`src/rtl/serial_paralelo_rx.sv`:
```
// serial_paralelo_rx
//   Bit-serial to byte-parallel receiver for the lane link. The serial stream
//   arrives MSB first, one bit per rising edge of clk_32f. The receiver finds
//   byte alignment by hunting for COM symbols. It declares the link active once
//   N_COM consecutive aligned COMs have been seen. After that it delivers data
//   bytes as byte-rate levels.
//
// Ports
//   clk_32f   in   bit clock (rising edge)
//   reset     in   synchronous, active-high
//   data_in   in   serial bit, MSB of each byte first
//   data_out  out  [7:0] last received data byte
//   valid_out out  data_out holds a data byte for this byte period
//   byte_stb  out  one-cycle pulse on each byte boundary while aligned
//   active    out  link aligned and up
//   idle_out  out  link active and last received byte was IDL
//
// state      | meaning
// -----------+---------------------------------------------------------------
// UNALIGNED  | bit-by-bit search for COM, all outputs 0
// ALIGNING   | byte-locked, counting consecutive boundary-aligned COMs
// ACTIVE     | link up, delivering data bytes (left only by reset)

module serial_paralelo_rx #(
    parameter logic [7:0] COM   = 8'hBC,
    parameter logic [7:0] IDL   = 8'h7C,
    parameter int         N_COM = 4
) (
    input  logic       clk_32f,
    input  logic       reset,
    input  logic       data_in,
    output logic [7:0] data_out,
    output logic       valid_out,
    output logic       byte_stb,
    output logic       active,
    output logic       idle_out
);

    localparam int CW = $clog2(N_COM + 1);

    typedef enum logic [1:0] {
        ST_UNALIGNED = 2'd0,
        ST_ALIGNING  = 2'd1,
        ST_ACTIVE    = 2'd2
    } state_t;

    state_t          state, state_d;
    logic [7:0]      sr;
    logic [2:0]      bit_cnt, bit_cnt_d;
    logic [CW-1:0]   com_cnt, com_cnt_d;
    logic [CW-1:0]   com_inc;
    logic [7:0]      nxt;
    logic            boundary;
    logic [7:0]      data_d;
    logic            valid_d, stb_d, active_d, idle_d;

    // nxt is the byte that includes the bit being sampled on this edge.
    assign nxt      = {sr[6:0], data_in};
    assign boundary = (bit_cnt == 3'd7);
    assign com_inc  = com_cnt + 1'b1;

    always_comb begin
        state_d   = state;
        bit_cnt_d = bit_cnt + 3'd1;
        com_cnt_d = com_cnt;
        data_d    = data_out;
        valid_d   = valid_out;
        idle_d    = idle_out;
        active_d  = active;
        stb_d     = 1'b0;

        case (state)
            ST_UNALIGNED: begin
                bit_cnt_d = 3'd0;
                com_cnt_d = '0;
                data_d    = 8'h00;
                valid_d   = 1'b0;
                idle_d    = 1'b0;
                active_d  = 1'b0;
                if (nxt == COM) begin
                    com_cnt_d = CW'(1);
                    if (N_COM <= 1) begin
                        state_d  = ST_ACTIVE;
                        active_d = 1'b1;
                    end else begin
                        state_d = ST_ALIGNING;
                    end
                end
            end

            ST_ALIGNING: begin
                if (boundary) begin
                    stb_d = 1'b1;
                    if (nxt == COM) begin
                        com_cnt_d = com_inc;
                        if (com_inc == CW'(N_COM)) begin
                            state_d  = ST_ACTIVE;
                            active_d = 1'b1;
                        end
                    end else begin
                        // Misaligned or corrupted lock: restart the bit search.
                        // sr keeps shifting, so a COM straddling this byte can still be found.
                        state_d   = ST_UNALIGNED;
                        com_cnt_d = '0;
                        bit_cnt_d = 3'd0;
                    end
                end
            end

            ST_ACTIVE: begin
                active_d = 1'b1;
                if (boundary) begin
                    stb_d = 1'b1;
                    if (nxt == COM || nxt == IDL) begin
                        valid_d = 1'b0;
                        idle_d  = (nxt == IDL);
                    end else begin
                        data_d  = nxt;
                        valid_d = 1'b1;
                        idle_d  = 1'b0;
                    end
                end
            end

            default: begin
                state_d   = ST_UNALIGNED;
                bit_cnt_d = 3'd0;
                com_cnt_d = '0;
            end
        endcase
    end

    always_ff @(posedge clk_32f) begin
        if (reset) begin
            state     <= ST_UNALIGNED;
            sr        <= 8'h00;
            bit_cnt   <= 3'd0;
            com_cnt   <= '0;
            data_out  <= 8'h00;
            valid_out <= 1'b0;
            byte_stb  <= 1'b0;
            active    <= 1'b0;
            idle_out  <= 1'b0;
        end else begin
            state     <= state_d;
            sr        <= nxt;
            bit_cnt   <= bit_cnt_d;
            com_cnt   <= com_cnt_d;
            data_out  <= data_d;
            valid_out <= valid_d;
            byte_stb  <= stb_d;
            active    <= active_d;
            idle_out  <= idle_d;
        end
    end

endmodule

```
`config.mk`:
```
export PLATFORM = sky130hd
export DESIGN_NAME = serial_paralelo_rx
export DESIGN_NICKNAME = d
export VERILOG_FILES = /design/src/rtl/serial_paralelo_rx.sv
export SDC_FILE = /design/constraint.sdc
export NUM_CORES = 1
export LEC_CHECK = 0
export BUFFER_PORTS_ARGS = -buffer_cell sky130_fd_sc_hd__buf_2
export CORE_ASPECT_RATIO = 1.25
export CORE_MARGIN = 3
export CORE_UTILIZATION = 40
export CTS_CLUSTER_DIAMETER = 200
export CTS_CLUSTER_SIZE = 24
export DETAILED_ROUTE_END_ITERATION = 12
export HOLD_SLACK_MARGIN = 0.1
export MAX_ROUTING_LAYER = met4
export PLACE_DENSITY = 0.73
export SYNTH_ARGS = -nofsm -noshare
export SYNTH_HDL_FRONTEND = slang
export SYNTH_SLANG_ARGS = --single-unit
```
`constraint.sdc`:
```
create_clock -name clk_32f -period 1.38 [get_ports clk_32f]
set_input_delay 0.138 -clock clk_32f [delete_from_list [all_inputs] [get_ports clk_32f]]
set_output_delay 0.138 -clock clk_32f [all_outputs]
set_load 0.05 [all_outputs]
```
# After elaboration in Yosys (flattened, before gate mapping)

Cells that the tools add are included.

Word-level logic and storage cells: 63
Flip-flop bits (word level): 27
Input port bits: 3

Muxes and demuxes: 26
Equal/unequal tests: 13
Bitwise logic cells: 2
Reduce and logical (&&, ||, !) cells: 11
$add $sub $neg: 2

Operators with widths:

| cell                                                | number |
|---|---|
| two-way mux 8 bit                                   | 2 |
| case mux 8 bit (2 select lines)                     | 1 |
| two-way mux 3 bit                                   | 4 |
| inequality test 2 bit, second input constant        | 6 |
| two-way mux 1 bit                                   | 9 |
| case mux 3 bit (3 select lines)                     | 1 |
| equality test 8 x 7 -> 1 bit, second input constant | 1 |
| equality test 8 bit, second input constant          | 1 |
| two-way mux 2 bit                                   | 4 |
| AND reduction 4 bit                                 | 2 |
| adder 3 x 1 -> 3 bit, second input constant         | 2 |
| equality test 3 bit, second input constant          | 2 |
| case mux 2 bit (3 select lines)                     | 1 |
| case mux 3 bit (2 select lines)                     | 1 |
| case mux 1 bit (2 select lines)                     | 2 |
| AND reduction 2 bit                                 | 2 |
| OR reduction 2 bit                                  | 2 |
| inequality test 3 bit, second input constant        | 1 |
| case mux 1 bit (3 select lines)                     | 1 |
| AND reduction 3 bit                                 | 1 |
| nonzero test 3 bit                                  | 1 |
| equality test 2 x 1 -> 1 bit, second input constant | 1 |
| equality test 2 bit, second input constant          | 1 |
| logical NOT 2 bit                                   | 1 |
| 3 further kinds                                     | 4 |

# Longest topological paths before layout

Gate-level depths: netlist of the first run.

Depth after elaboration: 6
Mapped depth: 7

# Worst setup path after synthesis of the first run

OpenSTA, ideal clock, no wires.

Path type: register -> register
From: register state[0]
To: register valid_out
Path buffers: 1
Data arrival time: 1311 ps
Setup time: 65 ps
Data required time: 1315 ps
Slack: 4 ps
Cell stages (with the launch flop): 8
Clock period less this slack: 1376 ps
Cells stage by stage: dfxtp_1 inv_1 ha_1 nand2_1 a41oi_4 buf_6 a21oi_2 nor2_1

Longest elaborated chain between the ends: 3

Ends and longest elaborated chain:

| item                                                                         | line | RTL |
|---|---|---|
| start, declared                                                              | 47   | `state_t state, state_d;` |
| start signal, assigned                                                       | 145  | `state <= state_d;` |
| equality test 2 bit / logical NOT 2 bit (equally long branches)              | 72   | `case (state)` |
| inequality test 2 bit (no line) / nonzero test 2 bit (equally long branches) | -    |  |
| AND reduction 2 bit (no line)                                                | -    |  |
| end signal, assigned                                                         | 150  | `valid_out <= valid_d;` |
| end, declared                                                                | 33   | `output logic valid_out,` |

Several ways; a longest one is shown, not always the timed one.
A chain may end at the register's enable or synchronous reset.

# Worst setup path after layout of the first run

From: register state[0]
To: register active

Longest elaborated chain between the ends: 3

Ends and longest elaborated chain:

| item                                                                         | line | RTL |
|---|---|---|
| equality test 2 x 1 -> 1 bit, or another cell as far along                   | 72   |  |
| inequality test 2 bit (no line) / nonzero test 3 bit (equally long branches) | -    |  |
| AND reduction 4 bit (no line)                                                | -    |  |
| end signal, assigned                                                         | 152  | `active <= active_d;` |
| end, declared                                                                | 35   | `output logic active,` |

Several ways; a longest one is shown, not always the timed one.

==> flow_metrics.env, run 1 <==
export IMPL_fin_crit_sh_pct=101
export IMPL_critPathBufInv=2
export IMPL_power_switching_mw=0.238
export IMPL_switching_share_pct=20.9
export IMPL_cts_tree="yes"
export IMPL_synthAdderAreaFrac_pct=7.24
export IMPL_clkSinkCount=27
export IMPL_drt_pass1_iter_count=4
export IMPL_cp_required_ps=1590
export IMPL_port_buffers=14
export IMPL_ys_seq_area_share_pct=44.7
export IMPL_synth_ff_type="dfxtp_1"
export IMPL_crit_fanout=5
export IMPL_synth_avg_cell_area_um2=9.60
export IMPL_grt_total_usage_pct=15.9
export IMPL_hold_viol_final=0
export IMPL_wl_per_cell_um=13.9
export IMPL_power_density_mw_per_mm2=709
export IMPL_synth_seq_cells=27
export IMPL_setup_viol=1
export IMPL_final_common_cell="dfxtp_1"
export IMPL_antennaDiodeCount=0
export IMPL_die_w_um=55.2
export IMPL_dp_cells=186
export IMPL_synth_xor_area_share_pct=1.45
export IMPL_die_h_um=67.5
export IMPL_routed_wl_um=2670
export IMPL_n_fill_cell=259
export IMPL_peakVddDrop_uv=609
export IMPL_p_seq_share_pct=69.0
export IMPL_cts_made_buffers=3
export IMPL_final_cell_mix="21 x dfxtp_1, 15 x buf_4, 14 x nand2_1, 14 x buf_2, 9 x o21ai_1"
export IMPL_dpl_cell_area_mm2=0.00142
export IMPL_grt_ovfl_total=0
export IMPL_start_kind="flip-flop"
export IMPL_power_mw=1.14
export IMPL_ys_warn_count=0
export IMPL_yosysUniqueCellTypes=37
export IMPL_clock_path_buffers=2
export IMPL_grt_first_pass_wirelength_um=4220
export IMPL_vias=1010
export IMPL_synth_edf_count=0
export IMPL_max_slew_margin_rel_pct=77.4
export IMPL_clockRootBuffer="clkbuf_4"
export IMPL_crit_arrival_ps=1610
export IMPL_setup_slack_ps=-13.3
export IMPL_fin_skew_ps=6.60
export IMPL_min_period_ps=1390
export IMPL_io_pins=15
export IMPL_startpoint="state[0]$_SDFFE_PP0P_"
export IMPL_r2r_start="state[0]$_SDFFE_PP0P_"
export IMPL_status="finished, violations left"
export IMPL_crit_chain="buf_4 -> ha_4 -> inv_4 -> nor3_4 -> a31oi_2 -> mux2i_1"
export IMPL_synth_cells=126
export IMPL_synth_compound_area_share_pct=14.3
export IMPL_initial_core_util_pct=43.4
export IMPL_crit_end="active$_SDFFE_PP0P_"
export IMPL_max_stage_delay_ps=370
export IMPL_synth_async_reset_ratio_pct=0
export IMPL_fin_area_mm2=0.00161
export IMPL_final_cells=192
export IMPL_p_leak_nw=0.673
export IMPL_syn2layout_area_growth_pct=32.9
export IMPL_synth_simple_area_share_pct=28.6
export IMPL_cp_slowest_cell="dfxtp_2"
export IMPL_regToRegEndpoint="active$_SDFFE_PP0P_"
export IMPL_antenna_found_initial=0
export IMPL_holdCritPathClass="input port to flip-flop"
export IMPL_synth_area_mm2=0.00121
export IMPL_htreeDepth=1
export IMPL_layout_drive_gt1_share_pct=46.2
export IMPL_ff2ff_path_depth=6
export IMPL_drcViolationCount=0
export IMPL_dieArea_mm2=0.00372
export IMPL_synth_top_family_by_area="simple AND/OR/NAND/NOR gates"
export IMPL_r2r_setup_slack_ps=-10
export IMPL_vias_per_cell=5.26
export IMPL_fp_row_count=21
export IMPL_hpwl_um=1920
export IMPL_slew_violations=0
export IMPL_pwr_share_comb_pct=2.2
export IMPL_dr_first_iter_drc_count=21
export IMPL_dp_slack_ps=-112
export IMPL_grt_pass1_vias=989
export IMPL_synthMuxAreaShare_pct=0.827
export IMPL_worstSetupPathType="flip-flop to flip-flop"
export IMPL_postSynthNetCount=136
export IMPL_clkLatencyLatePin_ps=310
export IMPL_maxCapViolations=0
export IMPL_max_freq_mhz=718
export IMPL_place_gp_congestion=0.876
export IMPL_tightest_slew_ps=339
export IMPL_clkPwrFrac_pct=28.7
export IMPL_endpoint_kind="flip-flop"
export IMPL_p_int_mw=0.902
export IMPL_cp_num_cells=6
export IMPL_core_area_mm2=0.00279
export IMPL_grt_max_degree=20
export IMPL_path_clk_slew_ps=140
export IMPL_violations="negative setup slack"
export IMPL_grt_setup_unrepaired="true"
export IMPL_final_nets=169
export IMPL_crit_family="flip-flops"
export IMPL_ant_nets=0
final cells by class:
cell class	count	area, um^2	area share, %
well taps	34	42.5	2.65
clock buffers	3	22.5	1.40
multi-input cells	92	759	47.2
flip-flops and latches	27	551	34.2
inverters	4	22.5	1.40
clock inverters	1	5.00	0.311
repair buffers	31	205	12.8
power by group through the flow:
stage / logic, mW / clock network, mW / registers (mW)
finish: 0.0255 / 0.327 / 0.787
detailed placement: 0.0248 / 0 / 0.805
global placement: 0.0238 / 0 / 0.805
CTS: 0.0247 / 0.344 / 0.789
global route: 0.0271 / 0.376 / 0.788
floorplan: 0.0175 / 0 / 0.805
kinds of logic after synthesis:
group                      Yosys count
adders and majority gates            7
AOI/OAI and AO/OA                   25
xor gates and xnor gates             2
buffers and inverters                7
DFF                                 27
and+or+nand+nor                     57
muxes                                1
synthesized netlist by cell type, types with 2 or more instances:
cell type,count,area [um^2]
a21oi_1,6,30.0
ha_1,7,87.6
o21ai_1,8,40.0
nor3b_1,3,22.5
nor2_1,8,30.0
nand2b_1,2,12.5
xor2_1,2,17.5
dfxtp_1,27,541
nand2_1,20,75.1
nand3_1,3,15.0
nor2b_1,9,56.3
nand4b_1,2,17.5
inv_1,4,15.0
a21oi_2,2,17.5
worst min-delay path by stage:
| stage | from | to | depth (start not counted) |
|---|---|---|---|
| 6_report | data_in | sr[0]$_SDFF_PP0_ | 2 |
| 3_3_place_gp | bit_cnt[0]$_SDFF_PP0_ | bit_cnt[0]$_SDFF_PP0_ | 1 |
| 2_1_floorplan | data_in | sr[0]$_SDFF_PP0_ | 1 |
| 5_1_grt | data_in | sr[0]$_SDFF_PP0_ | 2 |
| 3_5_place_dp | bit_cnt[0]$_SDFF_PP0_ | bit_cnt[0]$_SDFF_PP0_ | 1 |
| 4_1_cts | data_in | sr[0]$_SDFF_PP0_ | 2 |
layer usage:
layer / global-route usage [%] / vias up / wire length, um
met5: - / - / 0
met4: 8.81 / 0 / 54
met3: 1.99 / 6 / 74
met2: 27.8 / 19 / 1450
met1: 16.8 / 487 / 1100
li1: - / 498 / -
per-stage QoR:
step                      hold slack (ps)  setup TNS [ps]  util, %
final                                 122           -13.3     57.7
after global routing                  104            -370     57.7
after CTS                             102               0     53.5
after detailed placement              433           -1460     50.8
after global placement                419            -317     50.8
after floorplan                       307               0        -
state kept, by name, summed over array words and instances (netlist names):
signal	cells
data_out	8
sr	7
bit_cnt	3
com_cnt	3
state	2
active	1
byte_stb	1
idle_out	1
valid_out	1
repair_timing:
action	CTS	global route
setup endpoints to repair	18	18
buffers inserted	0	2
hold buffers	0	0
pin swaps	5	6
resized for setup	15	28
hold endpoints to repair	0	0
(Power assumes the default switching activity.)
==> inputs of run 2 (changes only) <==
--- a/config.mk
+++ b/config.mk
@@ -8,13 +8,14 @@
 export BUFFER_PORTS_ARGS = -buffer_cell sky130_fd_sc_hd__buf_2
 export CORE_ASPECT_RATIO = 1.25
 export CORE_MARGIN = 3
-export CORE_UTILIZATION = 40
+export CORE_UTILIZATION = 50
 export CTS_CLUSTER_DIAMETER = 200
 export CTS_CLUSTER_SIZE = 24
 export DETAILED_ROUTE_END_ITERATION = 12
+export GPL_ROUTABILITY_DRIVEN = 0
 export HOLD_SLACK_MARGIN = 0.1
 export MAX_ROUTING_LAYER = met4
-export PLACE_DENSITY = 0.73
+export PLACE_DENSITY = 0.85
 export SYNTH_ARGS = -nofsm -noshare
 export SYNTH_HDL_FRONTEND = slang
 export SYNTH_SLANG_ARGS = --single-unit
==> flow_metrics.env, run 2 (synthesis results as in run 1) <==
export IMPL_status="finished, violations left"
export IMPL_violations="negative setup slack"
export IMPL_tightest_slew_ps=288
export IMPL_wl_per_cell_um=15.6
export IMPL_vias=1086
export IMPL_layout_drive_gt1_share_pct=50.9
export IMPL_path_clk_slew_ps=140
export IMPL_startpoint="state[1]$_SDFFE_PP0P_"
export IMPL_core_area_mm2=0.00226
export IMPL_die_w_um=50
export IMPL_clkLatencyLatePin_ps=320
export IMPL_power_density_mw_per_mm2=676
export IMPL_io_pins=15
export IMPL_dr_first_iter_drc_count=34
export IMPL_hpwl_um=1820
export IMPL_peakVddDrop_uv=770
export IMPL_slew_violations=0
export IMPL_worstSetupPathType="flip-flop to flip-flop"
export IMPL_vias_per_cell=5.54
export IMPL_clkSinkCount=27
export IMPL_clockRootBuffer="clkbuf_4"
export IMPL_largest_reg_flops=8
export IMPL_setup_slack_ps=-58.5
export IMPL_dp_slack_ps=-126
export IMPL_antenna_found_initial=0
export IMPL_setup_tns_final_ps=-58.5
export IMPL_crit_fanout=6
export IMPL_final_common_cell="dfxtp_1"
export IMPL_clock_path_buffers=2
export IMPL_switching_share_pct=21.3
export IMPL_grt_ovfl_total=0
export IMPL_start_kind="flip-flop"
export IMPL_final_nets=176
export IMPL_drt_pass1_iter_count=4
export IMPL_drcViolationCount=0
export IMPL_dieArea_mm2=0.00305
export IMPL_n_fill_cell=141
export IMPL_syn2layout_area_growth_pct=42.0
export IMPL_grt_pass1_vias=1028
export IMPL_die_h_um=61
export IMPL_cts_tree="yes"
export IMPL_fp_row_count=19
export IMPL_seqCellArea_um2=547
export IMPL_p_leak_nw=0.729
export IMPL_maxCapViolations=0
export IMPL_hold_viol_final=0
export IMPL_max_freq_mhz=695
export IMPL_endpoint_kind="flip-flop"
export IMPL_whs_ps=336
export IMPL_min_period_ps=1440
export IMPL_multi_input_area_um2=795
export IMPL_ant_nets=0
export IMPL_port_buffers=14
export IMPL_antennaDiodeCount=0
export IMPL_grt_setup_unrepaired="true"
export IMPL_cp_required_ps=1590
export IMPL_pwr_share_comb_pct=2.9
export IMPL_grt_total_usage_pct=19.4
export IMPL_r2r_start="state[1]$_SDFFE_PP0P_"
export IMPL_crit_arrival_ps=1650
export IMPL_final_util_pct=76.1
export IMPL_reg_largest_list="data_out (8), sr (7)"
export IMPL_p_int_mw=0.914
export IMPL_htreeDepth=1
export IMPL_power_switching_mw=0.247
export IMPL_cts_made_buffers=3
export IMPL_grt_max_degree=15
export IMPL_initial_core_util_pct=53.6
export IMPL_max_slew_margin_rel_pct=80.7
export IMPL_fin_skew_ps=3.00
export IMPL_top_register="data_out"
export IMPL_grt_first_pass_wirelength_um=4370
export IMPL_routed_wl_um=3050
export IMPL_clkPwrFrac_pct=29.1
export IMPL_r2r_setup_slack_ps=-60
export IMPL_holdCritPathClass="input port to flip-flop"
export IMPL_setup_viol=1
export IMPL_final_cell_mix="22 x dfxtp_1, 14 x buf_2, 14 x buf_4, 11 x nand2_1"
export IMPL_p_seq_share_pct=68.0
export IMPL_fin_crit_sh_pct=104
export IMPL_hp_start="data_in"
-- run 2: cell types whose count changed in the layout (fill, tap and decap cells not counted), sizes merged --
cell	previous run	this run
buf	31	36
clkbuf	3	4
clkinv	1	0
dlygate4sd3	0	2
-- run 2: final timing paths --
path,to,depth (start not counted)
hold reg to reg,data_out[1]$_SDFFE_PP0P_,2
hold / removal,com_cnt[0]$_SDFFE_PP0P_,5
setup reg to reg,state[0]$_SDFFE_PP0P_,6
setup / recovery,state[0]$_SDFFE_PP0P_,6
-- run 2: worst max-delay path: stages (launching register included) --
cell      delay (ps)
dfxtp_2          360
buf_6            120
ha_4             190
buf_4            140
a21o_4           200
a211oi_1         200
o31ai_1          120
-- run 2: per-stage QoR --
stage	std cells	power, mW	cell area [um^2]
floorplan	126	0.823	1210
global placement	183	0.831	1410
detailed placement	183	0.832	1410
CTS	192	1.16	1530
global route	196	1.19	1720
finish	196	1.16	1720
-- run 2: per-layer routing --
metal,share of wire (%),up-vias,track usage (%)
li1,-,517,-
met1,40,531,20.5
met2,54,26,33.6
met3,2.7,12,3.93
met4,2.5,0,11.1
met5,0,-,-
-- run 2: layout make-up --
| cell class | instances | share of cell area (%) |
|---|---|---|
| tap | 31 | 2.26 |
| sequential | 27 | 31.8 |
| clock buffer | 4 | 1.53 |
| inverter | 4 | 1.02 |
| timing repair buffer | 38 | 17.1 |
| multi-input combinational | 92 | 46.2 |
-- run 2: what timing repair did --
item                       CTS  global route
hold buffers                 2             0
cloned                       1             0
pin swaps                    2             8
resized for setup           15            39
hold endpoints to repair     2             0
setup endpoints to repair   18            18
setup buffers                2             4
-- run 2: power groups by stage --
stage | logic, mW | clock network (mW) | registers (mW)
finish | 0.0337 | 0.338 | 0.789
global route | 0.0360 | 0.366 | 0.790
CTS | 0.0314 | 0.343 | 0.788
detailed placement | 0.0261 | 0 | 0.805
global placement | 0.0259 | 0 | 0.805
floorplan | 0.0175 | 0 | 0.805
==> inputs of run 3 (changes only) <==
--- a/config.mk
+++ b/config.mk
@@ -8,14 +8,15 @@
 export BUFFER_PORTS_ARGS = -buffer_cell sky130_fd_sc_hd__buf_2
 export CORE_ASPECT_RATIO = 1.25
 export CORE_MARGIN = 3
-export CORE_UTILIZATION = 50
+export CORE_UTILIZATION = 53
+export CTS_BUF_LIST = sky130_fd_sc_hd__clkbuf_8
 export CTS_CLUSTER_DIAMETER = 200
 export CTS_CLUSTER_SIZE = 24
 export DETAILED_ROUTE_END_ITERATION = 12
 export GPL_ROUTABILITY_DRIVEN = 0
 export HOLD_SLACK_MARGIN = 0.1
 export MAX_ROUTING_LAYER = met4
-export PLACE_DENSITY = 0.85
+export PLACE_DENSITY = 0.89
 export SYNTH_ARGS = -nofsm -noshare
 export SYNTH_HDL_FRONTEND = slang
 export SYNTH_SLANG_ARGS = --single-unit
==> flow_metrics.env, run 3 (synthesis results as in run 1) <==
export IMPL_p_seq_share_pct=62.9
export IMPL_start_kind="flip-flop"
export IMPL_final_util_pct=80.9
export IMPL_clockRootBuffer="clkbuf_8"
export IMPL_multi_input_area_um2=773
export IMPL_cp_required_ps=1590
export IMPL_hp_start="data_in"
export IMPL_dpl_cell_area_mm2=0.00140
export IMPL_clkSinkCount=27
export IMPL_slew_violations=0
export IMPL_die_h_um=59.4
export IMPL_htreeDepth=1
export IMPL_routed_wl_um=3010
export IMPL_grt_pass1_vias=1058
export IMPL_vias_per_cell=5.48
export IMPL_dr_first_iter_drc_count=25
export IMPL_p_int_mw=0.992
export IMPL_largest_reg_flops=8
export IMPL_setup_tns_final_ps=-44.8
export IMPL_ant_nets=0
export IMPL_hold_path_depth=2
export IMPL_fp_row_count=18
export IMPL_final_common_cell="dfxtp_1"
export IMPL_worstSetupPathType="flip-flop to flip-flop"
export IMPL_clock_path_buffers=2
export IMPL_cts_tree="yes"
export IMPL_clkPwrFrac_pct=35.1
export IMPL_p_leak_nw=0.705
export IMPL_max_freq_mhz=712
export IMPL_violations="negative setup slack"
export IMPL_grt_ovfl_total=0
export IMPL_port_buffers=14
export IMPL_hold_viol_final=0
export IMPL_min_period_ps=1410
export IMPL_antennaDiodeCount=0
export IMPL_power_switching_mw=0.257
export IMPL_syn2layout_area_growth_pct=38.6
export IMPL_core_area_mm2=0.00207
export IMPL_vias=1047
export IMPL_regToRegEndpoint="active$_SDFFE_PP0P_"
export IMPL_grt_total_usage_pct=21.3
export IMPL_grt_setup_unrepaired="true"
export IMPL_reg_largest_list="data_out (8), sr (7)"
export IMPL_tightest_slew_ps=333
export IMPL_initial_core_util_pct=58.4
export IMPL_holdCritPathClass="input port to flip-flop"
export IMPL_drcViolationCount=0
export IMPL_antenna_found_initial=0
export IMPL_setup_slack_ps=-25.3
export IMPL_n_fill_cell=129
export IMPL_fin_crit_sh_pct=102
export IMPL_ff2ff_path_depth=7
export IMPL_endpoint_kind="flip-flop"
export IMPL_die_w_um=48.7
export IMPL_grt_max_degree=20
export IMPL_fin_skew_ps=5.36
export IMPL_status="finished, violations left"
export IMPL_path_clk_slew_ps=90
export IMPL_drt_pass1_iter_count=4
export IMPL_top_register="data_out"
export IMPL_pwr_share_comb_pct=2.0
export IMPL_io_pins=15
export IMPL_setup_viol=2
export IMPL_seqCellArea_um2=552
export IMPL_fin_area_mm2=0.00168
export IMPL_r2r_start="state[0]$_SDFFE_PP0P_"
export IMPL_crit_arrival_ps=1620
export IMPL_power_density_mw_per_mm2=745
export IMPL_final_nets=172
export IMPL_r2r_setup_slack_ps=-30
export IMPL_power_mw=1.25
export IMPL_hold_end="sr[0]$_SDFF_PP0_"
export IMPL_crit_fanout=6
export IMPL_peakVddDrop_uv=766
export IMPL_clkLatencyLatePin_ps=270
export IMPL_cts_made_buffers=3
export IMPL_final_cell_mix="20 x dfxtp_1, 17 x nand2_1, 15 x buf_4, 14 x buf_2, 9 x o21ai_1"
export IMPL_grt_first_pass_wirelength_um=4600
export IMPL_max_slew_margin_rel_pct=77.8
export IMPL_dieArea_mm2=0.00290
export IMPL_maxCapViolations=0
export IMPL_layout_drive_gt1_share_pct=45.3
export IMPL_switching_share_pct=20.6
export IMPL_dp_slack_ps=-120
export IMPL_wl_per_cell_um=15.8
export IMPL_hpwl_um=1880
## run 3: changes by cell type in the layout (fill, tap and decap cells not counted), sizes merged
cell / change
buf: -2
clkbuf: -1
clkinvlp: +1
dlygate4sd3: -2
## run 3: critical path: stages, from the launching register on
cell and delay [ps]:
dfxtp_2 350, inv_1 90, ha_4 200, buf_12 130
nor2_1 100, nor2_1 80, a31oi_2 200, mux2i_1 190
## run 3: layer usage
metal | wire length, um | track usage [%] | share of wire (%) | up-vias
met3 | 128 | 4.79 | 4.2 | 9
met1 | 1210 | 22.2 | 40 | 499
met4 | 85 | 13.8 | 2.8 | 0
met2 | 1590 | 36.7 | 53 | 29
met5 | 0 | - | 0 | -
li1 | - | - | - | 510
## run 3: layout make-up
| type | count | share of cell area, % |
|---|---|---|
| Clock inverter | 1 | 0.224 |
| Multi-Input combinational cell | 92 | 46.1 |
| Sequential cell | 27 | 32.9 |
| Clock buffer | 3 | 2.46 |
| Inverter | 4 | 1.27 |
| Timing Repair Buffer | 34 | 14.8 |
| Tap cell | 30 | 2.24 |
## run 3: through the flow
stage	instances	hold slack [ps]
2_1_floorplan	126	307
3_3_place_gp	181	420
3_5_place_dp	181	428
4_1_cts	187	159
5_1_grt	191	153
6_report	191	157
## run 3: worst max path at each step
stage | slack (ps) | end | cells after the start | from
4_1_cts | 3 | data_out[0]$_SDFFE_PP0P_ | 7 | state[1]$_SDFFE_PP0P_
3_5_place_dp | -120 | bit_cnt[2]$_SDFF_PP0_ | 6 | bit_cnt[0]$_SDFF_PP0_
6_report | -30 | active$_SDFFE_PP0P_ | 7 | state[0]$_SDFFE_PP0P_
3_3_place_gp | -70 | state[0]$_SDFFE_PP0P_ | 6 | bit_cnt[0]$_SDFF_PP0_
2_1_floorplan | 4 | valid_out$_SDFFE_PP0P_ | 7 | state[0]$_SDFFE_PP0P_
5_1_grt | -110 | com_cnt[2]$_SDFFE_PP0P_ | 6 | state[1]$_SDFFE_PP0P_
## run 3: repair_timing
item	4_1_cts	5_1_grt
resized for setup	21	22
pin swaps	4	2
endpoints found under the setup margin	18	17
hold buffers	0	0
buffers inserted	2	4
hold endpoints to repair	0	0
## run 3: power by group through the flow
| stage | logic [mW] | registers [mW] | clock network (mW) |
|---|---|---|---|
| finish | 0.0246 | 0.786 | 0.439 |
| detailed placement | 0.0240 | 0.806 | 0 |
| floorplan | 0.0175 | 0.805 | 0 |
| global route | 0.0264 | 0.786 | 0.484 |
| global placement | 0.0240 | 0.805 | 0 |
| CTS | 0.0242 | 0.786 | 0.437 |
